==> config.mk <==
export PLATFORM = sky130hd
export DESIGN_NAME = mux41_scan_seq
export DESIGN_NICKNAME = d
export VERILOG_FILES = /design/src/rtl/mux41_scan_seq.sv
export SDC_FILE = /design/constraint.sdc
export NUM_CORES = 1
export LEC_CHECK = 0
export BUFFER_PORTS_ARGS = -buffer_cell sky130_fd_sc_hd__buf_2
export CORE_MARGIN = 2
export CORE_UTILIZATION = 42
export DETAILED_ROUTE_END_ITERATION = 6
export GPL_ROUTABILITY_DRIVEN = 0
export HOLD_SLACK_MARGIN = 0.02
export PLACE_DENSITY = 0.79
export SLEW_MARGIN = 20
export SYNTH_ARGS = -nofsm -noshare
export SYNTH_HDL_FRONTEND = slang
export SYNTH_SLANG_ARGS = --single-unit
==> constraint.sdc <==
create_clock -name clk -period 1.4 [get_ports clk]
set_input_delay 0 -clock clk [delete_from_list [all_inputs] [get_ports clk]]
set_output_delay 0 -clock clk [all_outputs]
set_load 0.02 [all_outputs]
==> src/rtl/mux41_scan_seq.sv <==
// mux41_scan_seq: feeds a 4:1 enabled mux. Latches a 4-bit word on a valid/ready
// handshake, then walks the channel select across all four inputs with enable high,
// holding each channel for DIV clocks, pulses done, and idles GAP_CYCLES clocks.
// Optional build macro SCAN_MSB_FIRST_EN: scan channels 3,2,1,0 instead of 0,1,2,3.

module mux41_scan_seq #(
    parameter int unsigned DIV        = 4,
    parameter int unsigned GAP_CYCLES = 1
) (
    input  logic       clk,
    input  logic       rst_n,
    input  logic [3:0] in_data,
    input  logic       in_valid,
    output logic       in_ready,
    input  logic       abort,
    output logic [3:0] d,
    output logic [1:0] select,
    output logic       en,
    output logic       busy,
    output logic       done
);

    // Counter widths: div_cnt must hold DIV-1, gap_cnt must hold GAP_CYCLES.
    localparam int unsigned DIV_W = (DIV > 1) ? $clog2(DIV) : 1;
    localparam int unsigned GAP_W = (GAP_CYCLES > 0) ? $clog2(GAP_CYCLES + 1) : 1;

    localparam logic [1:0] ST_IDLE  = 2'd0;
    localparam logic [1:0] ST_SHIFT = 2'd1;
    localparam logic [1:0] ST_GAP   = 2'd2;

`ifdef SCAN_MSB_FIRST_EN
    localparam logic [1:0] SEL_FIRST = 2'd3;
    localparam logic [1:0] SEL_LAST  = 2'd0;
`else
    localparam logic [1:0] SEL_FIRST = 2'd0;
    localparam logic [1:0] SEL_LAST  = 2'd3;
`endif

    logic [1:0]       r_state;
    logic [3:0]       r_d;
    logic [1:0]       r_select;
    logic             r_en;
    logic             r_done;
    logic [DIV_W-1:0] r_div_cnt;
    logic [GAP_W-1:0] r_gap_cnt;

    logic [1:0]       w_state_nxt;
    logic [3:0]       w_d_nxt;
    logic [1:0]       w_select_nxt;
    logic             w_en_nxt;
    logic             w_done_nxt;
    logic [DIV_W-1:0] w_div_cnt_nxt;
    logic [GAP_W-1:0] w_gap_cnt_nxt;

    logic             w_div_end;
    logic             w_gap_end;
    logic             w_sel_last;
    logic [1:0]       w_select_step;

    assign w_div_end  = (r_div_cnt == DIV_W'(DIV - 1));
    // Only evaluated in the GAP state, which is unreachable when GAP_CYCLES is 0.
    assign w_gap_end  = (r_gap_cnt == GAP_W'(GAP_CYCLES - 1));
    assign w_sel_last = (r_select == SEL_LAST);

    // Step select toward the last channel in the configured scan direction.
`ifdef SCAN_MSB_FIRST_EN
    assign w_select_step = r_select - 2'd1;
`else
    assign w_select_step = r_select + 2'd1;
`endif

    // Next-state logic: abort overrides everything, including a same-edge accept or finish.
    always_comb begin
        w_state_nxt   = r_state;
        w_d_nxt       = r_d;
        w_select_nxt  = r_select;
        w_en_nxt      = r_en;
        w_done_nxt    = 1'b0;
        w_div_cnt_nxt = r_div_cnt;
        w_gap_cnt_nxt = r_gap_cnt;

        if (abort) begin
            // d and select deliberately hold so the mux lines stay quiet.
            w_state_nxt   = ST_IDLE;
            w_en_nxt      = 1'b0;
            w_div_cnt_nxt = '0;
            w_gap_cnt_nxt = '0;
        end else begin
            case (r_state)
                ST_IDLE: begin
                    if (in_valid) begin
                        w_d_nxt       = in_data;
                        w_select_nxt  = SEL_FIRST;
                        w_en_nxt      = 1'b1;
                        w_div_cnt_nxt = '0;
                        w_state_nxt   = ST_SHIFT;
                    end
                end
                ST_SHIFT: begin
                    if (w_div_end) begin
                        w_div_cnt_nxt = '0;
                        if (w_sel_last) begin
                            // Select stays on the last channel until the next accept.
                            w_en_nxt      = 1'b0;
                            w_done_nxt    = 1'b1;
                            w_gap_cnt_nxt = '0;
                            w_state_nxt   = (GAP_CYCLES == 0) ? ST_IDLE : ST_GAP;
                        end else begin
                            w_select_nxt = w_select_step;
                        end
                    end else begin
                        w_div_cnt_nxt = r_div_cnt + DIV_W'(1);
                    end
                end
                ST_GAP: begin
                    if (w_gap_end) begin
                        w_gap_cnt_nxt = '0;
                        w_state_nxt   = ST_IDLE;
                    end else begin
                        w_gap_cnt_nxt = r_gap_cnt + GAP_W'(1);
                    end
                end
                default: begin
                    w_state_nxt   = ST_IDLE;
                    w_en_nxt      = 1'b0;
                    w_div_cnt_nxt = '0;
                    w_gap_cnt_nxt = '0;
                end
            endcase
        end
    end

    // State and output registers with asynchronous active-low reset.
    always_ff @(posedge clk or negedge rst_n) begin
        if (!rst_n) begin
            r_state   <= ST_IDLE;
            r_d       <= 4'd0;
            r_select  <= SEL_FIRST;
            r_en      <= 1'b0;
            r_done    <= 1'b0;
            r_div_cnt <= '0;
            r_gap_cnt <= '0;
        end else begin
            r_state   <= w_state_nxt;
            r_d       <= w_d_nxt;
            r_select  <= w_select_nxt;
            r_en      <= w_en_nxt;
            r_done    <= w_done_nxt;
            r_div_cnt <= w_div_cnt_nxt;
            r_gap_cnt <= w_gap_cnt_nxt;
        end
    end

    assign in_ready = (r_state == ST_IDLE);
    assign busy     = (r_state != ST_IDLE);
    assign d        = r_d;
    assign select   = r_select;
    assign en       = r_en;
    assign done     = r_done;

endmodule

==> results.toml, run 1 <==
[run_status]
outcome = "finished clean"

[sta]
fin_skew_ns = 0.00254
hold_viol_final = 0
max_freq_mhz = 715
period_minus_slack_ns = 1.40
worstMarginPinSlew_ns = 0.282
finalCritPeriodShare_pct = 99.8
rsz0062_at_grt = "true"
setup_viol = 0
slew-limit-headroom_pct = 81.2
setup_ws_ns = 0.00234
slew_violations = 0

[floorplan]
rows = 13
die_x_um = 40.2
start_util_pct = 43.5
fp.dieH_um = 40.2
io-pin-count = 18
coreArea_um2 = 1270
dieArea_um2 = 1620

[layout]
postLayoutCoreUtil_pct = 64.2
design_area_um2 = 815
n_antenna_cell = 0
nNetsFinal = 86
area_growth_pct = 47.6
drive_gt1_share_pct = 50.7

[logic_synthesis]
syn_area_per_cell_um2 = 12.0
yosys_warnings = 0
synth_nets = 56
yosys.cell_count.top_type = "dfrtp_1"
synth_top_area_share_pct = 54.4
seq_area_frac_synth_pct = 54.4
synthArstFlopShare_pct = 100
synthTopCellsByArea = "dfrtp_1 54%, mux2_2 8.2%, ha_1 4.5%"
ys_seq_elements = 12
syn_area_um2 = 552
ys_top_cells_by_count = "12 x dfrtp_1, 4 x mux2_2, 3 x inv_1, 3 x nand2b_1"
synth.distinct_cells = 23
synth_edf_count = 0
synthFlopType = "dfrtp_1"
yosysTopAreaCell = "dfrtp_1"
synthCells = 46

[routing]
vias = 459
antenna_left = 0
dr_wl_met3_um = 87
drc = 0
wl_per_cell_um = 11.4
drt_iter0_drc = 9
met1Wirelength_um = 502
wl_met2_um = 427
dr.pass1.iters = 4
highest_layer = "met4"
routed_wl_um = 1030
viasPerCell = 5.10

[placement]
placed_area_um2 = 693
io_buffer_count = 17
hpwlAfterDp_um = 750
dpl_worst_slack_ns = -0.0269

[power_and_ir_drop]
internal_power_mw = 0.613
pwr-share-comb_pct = 20.4
clockPowerShare_pct = 32.5
power_density_nw_per_um2 = 1020
switchingPower_mw = 0.217
p_seq_share_pct = 47.1
p_leak_nw = 0.373
switching_share_pct = 26.1
irDropWorstVdd_mv = 0.425
total_power_mw = 0.831

[worst_setup_path]
worstSetupPathType = "register to register"
crit_end = "d[2]$_DFFE_PN0P_"
start_kind = "register"
worstReg2RegEnd = "d[2]$_DFFE_PN0P_"
r2r_setup_slack_ns = 0.002
worstRegToRegCells = 3
arrival_ns = 1.55
startpoint = "r_state[1]$_DFFE_PN0P_"
crit_fanout = 4
r2r_start = "r_state[1]$_DFFE_PN0P_"
endpoint_kind = "register"
cp_data_required_time_ns = 1.56

[global_route]
antenna_found_initial = 0
grt_pass1_wl_um = 1640
grt_pass1_vias = 421
gr-usage-all-layers_pct = 15.7
gr-total-overflow = 0
grt_max_degree = 13

[job]
max-cap-violations = 0

[cts]
clock-sinks = 12
cts_buffer_depth = 2
clock-root-buffer = "clkbuf_4"
cts_buffers = 3
postCtsSetupRepairBufs = 0
cts_tree = "built"
path_clk_slew_ns = 0.08
h-tree-depth = 1
clk-insertion-delay-late_ns = 0.27

[hold_path]
hold_path.class = "input port to register"
holdPathStages = 2
-- state kept, by name (all words and copies together) (netlist names) --
register	count
d	4
done	1
en	1
r_div_cnt	2
r_state	2
select	2
-- worst min-delay path by stage --
stage,start,to,slack [ns]
after global placement,rst_n,d[2]$_DFFE_PN0P_,-0.11
after global routing,abort,r_div_cnt[1]$_DFFE_PN0P_,0.07
final,abort,en$_DFFE_PN0P_,0.05
after CTS,abort,en$_DFFE_PN0P_,0.05
after floorplan,rst_n,d[0]$_DFFE_PN0P_,-0.30
after detailed placement,rst_n,d[2]$_DFFE_PN0P_,-0.11
-- what timing repair did --
item                                    CTS  global route
hold endpoints to repair                 16             0
hold buffers                              5             0
pin swaps                                 0             1
endpoints found under the setup margin    5             6
resized for setup                         1             4
-- layout by cell type (no fill, tap or decap), drive strengths merged --
cell type	count
nor3	2
and3	1
o21bai	1
nand2	1
or3b	1
nor2	2
nand2b	3
nand3b	2
a21oi	2
or2	1
o22ai	1
a2111oi	1
dfrtp	12
mux2	4
nor2b	1
o32a	1
mux2i	1
or3	1
buf	21
inv	3
nor4	1
dlygate4sd3	5
nor3b	1
ha	2
clkbuf	4
-- power by group through the flow --
| stage | logic, mW | registers, mW | clock network, mW |
|---|---|---|---|
| after global placement | 0.153 | 0.397 | 0 |
| after detailed placement | 0.157 | 0.398 | 0 |
| after global routing | 0.189 | 0.395 | 0.285 |
| after floorplan | 0.0618 | 0.432 | 0 |
| final | 0.169 | 0.391 | 0.270 |
| after CTS | 0.171 | 0.391 | 0.275 |
-- kinds of logic after synthesis --
group	synth area share (%)
AO/OA/AOI/OAI	7.71
adder cells (fa/ha/maj)	4.53
buffers and inverters	2.72
flip-flops	54.4
AND/OR/NAND/NOR	20.6
multiplexers	9.98
-- worst max-delay path, stage by stage (launching register included) --
cell and delay [ns]:
dfrtp_1 0.39, or2_4 0.27, nor3b_4 0.26, mux2_2 0.37
-- through the flow --
stage,hold WS [ns],instances,TNS [ns]
6_report,0.0496,90,0
5_1_grt,0.0707,90,-0.255
4_1_cts,0.0507,90,-0.0126
3_5_place_dp,-0.108,81,-0.0269
3_3_place_gp,-0.112,81,-0.00757
2_1_floorplan,-0.296,46,-0.114
-- metal layers --
metal	up-vias	global-route usage, %
met5	-	0
met4	0	5.00
met3	3	5.00
met2	22	26.2
met1	210	19.1
li1	224	-
-- final cells by class --
| class | instances | area, um2 |
|---|---|---|
| fillers | 103 | 454 |
| well taps | 15 | 18.8 |
| multi-input cells | 30 | 280 |
| clock buffers | 4 | 36.3 |
| inverters | 3 | 11.3 |
| repair buffers | 26 | 165 |
| flip-flops and latches | 12 | 303 |
Power figures use the tool's default switching activity.
==> run 2, diff against run 1 <==
- clock period: 1.4 -> 1.2 ns (I/O delays scaled with it)
==> results.toml, run 2 (same netlist as run 1, synthesis figures left out) <==
[global_route]
grt_pass1_wl_um = 1990
grt_max_degree = 13
grt.busiest_layer = "met2"
grt_use_met1_pct = 20.5
gr-usage-all-layers_pct = 19.9
antenna_found_initial = 0
use_met3_pct = 6.67
met2_usage_pct = 34.3
gr-total-overflow = 0
grt_pass1_vias = 491

[worst_setup_path]
arrival_ns = 1.57
worst_path_dominant_cell_family = "simple AND/OR/NAND/NOR gates"
crit_fanout = 3
endpoint_kind = "register"
slowest_stage = "dfrtp_1"
worstSetupPathType = "register to register"
crit_path_cell_trace = "or2_4 > nor3b_4 > buf_6 > mux2_4"
start_kind = "register"
slowest_delay_ns = 0.39
crit_buf_inv = 1
cp_data_required_time_ns = 1.36

[power_and_ir_drop]
power_density_nw_per_um2 = 1040
p_seq_share_pct = 47.0
switching_share_pct = 27.8
clockPowerShare_pct = 26.7
internal_power_mw = 0.705
pwr-share-comb_pct = 26.3
p_leak_nw = 0.442
switchingPower_mw = 0.271
irDropWorstVdd_mv = 0.594

[layout]
drive_gt1_share_pct = 57.6
design_area_um2 = 940
largest_reg_flops = 4
nNetsFinal = 96
final_common_cell = "buf_2"
n_antenna_cell = 0
fillers = 92
final_cell_mix = "15 x buf_2, 10 x dfrtp_1, 10 x buf_4, 6 x buf_6, 5 x dlygate4sd3_1"
area_growth_pct = 70.3

[routing]
wl_per_cell_um = 12.5
viasPerCell = 5.03
drt_iter0_drc = 2
drc = 0
routed_wl_um = 1250
vias = 503
antenna_left = 0
dr.pass1.iters = 2

[floorplan]
dieArea_um2 = 1620
die_x_um = 40.2
start_util_pct = 43.5
rows = 13
fp.dieH_um = 40.2
io-pin-count = 18
coreArea_um2 = 1270

[cts]
clk-insertion-delay-late_ns = 0.27
cts_buffers = 3
path_clk_slew_ns = 0.08
h-tree-depth = 1
clock-root-buffer = "clkbuf_4"
clock-sinks = 12
cts_buffer_depth = 2
cts_tree = "built"

[run_status]
violations = "setup timing"
outcome = "finished with violations"

[sta]
slew-limit-headroom_pct = 81.3
slew_violations = 0
setup_ws_ns = -0.208
max_freq_mhz = 710
rsz0062_at_grt = "true"
hold_viol_final = 0
setup_tns_ns = -1.25
worstMarginPinSlew_ns = 0.281
finalCritPeriodShare_pct = 117
setup_viol = 10
period_minus_slack_ns = 1.41
fin_skew_ns = 0.00560

[placement]
io_buffer_count = 17
placed_area_um2 = 756
hpwlAfterDp_um = 867

[job]
max-cap-violations = 0

[hold_path]
hold_path.class = "input port to register"
## run 2: stage by stage
stage | util (%) | std cells | power [mW] | setup WS [ns] | hold WS [ns]
after floorplan | - | 46 | 0.577 | -0.228 | -0.296
after global placement | 59.6 | 88 | 0.655 | -0.150 | -0.108
after detailed placement | 59.6 | 88 | 0.664 | -0.223 | -0.105
after CTS | 71.5 | 100 | 0.986 | -0.216 | 0.0224
after global routing | 74.1 | 100 | 1.05 | -0.256 | 0.0496
final | 74.1 | 100 | 0.975 | -0.208 | 0.0514
## run 2: cell type report
cell class	count	area [um2]	share of cell area, %
clock buffers	4	26.3	2.80
repair buffers	36	268	28.5
flip-flops and latches	12	303	32.2
well taps	15	18.8	2.00
inverters	3	11.3	1.20
multi-input cells	30	313	33.3
## run 2: path summary, 6_finish.rpt
| kind | from | endpoint | slack, ns | cells past startpoint |
|---|---|---|---|---|
| worst min register to register | d[2]$_DFFE_PN0P_ | d[2]$_DFFE_PN0P_ | 0.51 | 1 |
| worst min-delay path | abort | r_div_cnt[1]$_DFFE_PN0P_ | 0.05 | 2 |
| max in group asynchronous | rst_n | select[1]$_DFFE_PN0P_ | 0.82 | 2 |
| worst max-delay path | r_state[1]$_DFFE_PN0P_ | d[0]$_DFFE_PN0P_ | -0.21 | 4 |
| min in group asynchronous | rst_n | r_state[0]$_DFFE_PN0P_ | 0.14 | 2 |
| worst max register to register | r_state[1]$_DFFE_PN0P_ | d[0]$_DFFE_PN0P_ | -0.21 | 4 |
## run 2: per-layer routing
| metal | part of all wire [%] | wire, um |
|---|---|---|
| met5 | 0 | 0 |
| met4 | 0 | 0 |
| met3 | 5.8 | 72 |
| met2 | 55 | 683 |
| met1 | 39 | 493 |
## run 2: power groups by stage
| stage | combinational [mW] | clock, mW | sequential [mW] |
|---|---|---|---|
| 3_3_place_gp | 0.192 | 0 | 0.462 |
| 3_5_place_dp | 0.200 | 0 | 0.464 |
| 2_1_floorplan | 0.0724 | 0 | 0.504 |
| 6_report | 0.256 | 0.260 | 0.459 |
| 5_1_grt | 0.279 | 0.304 | 0.464 |
| 4_1_cts | 0.253 | 0.276 | 0.457 |
## run 2: timing repair
action / CTS / global route
gates resized for setup: 15 / 3
pin swaps: 2 / 2
buffers inserted: 3 / 0
hold endpoints to repair: 16 / 0
hold buffers: 5 / 0
setup endpoints to repair: 11 / 11
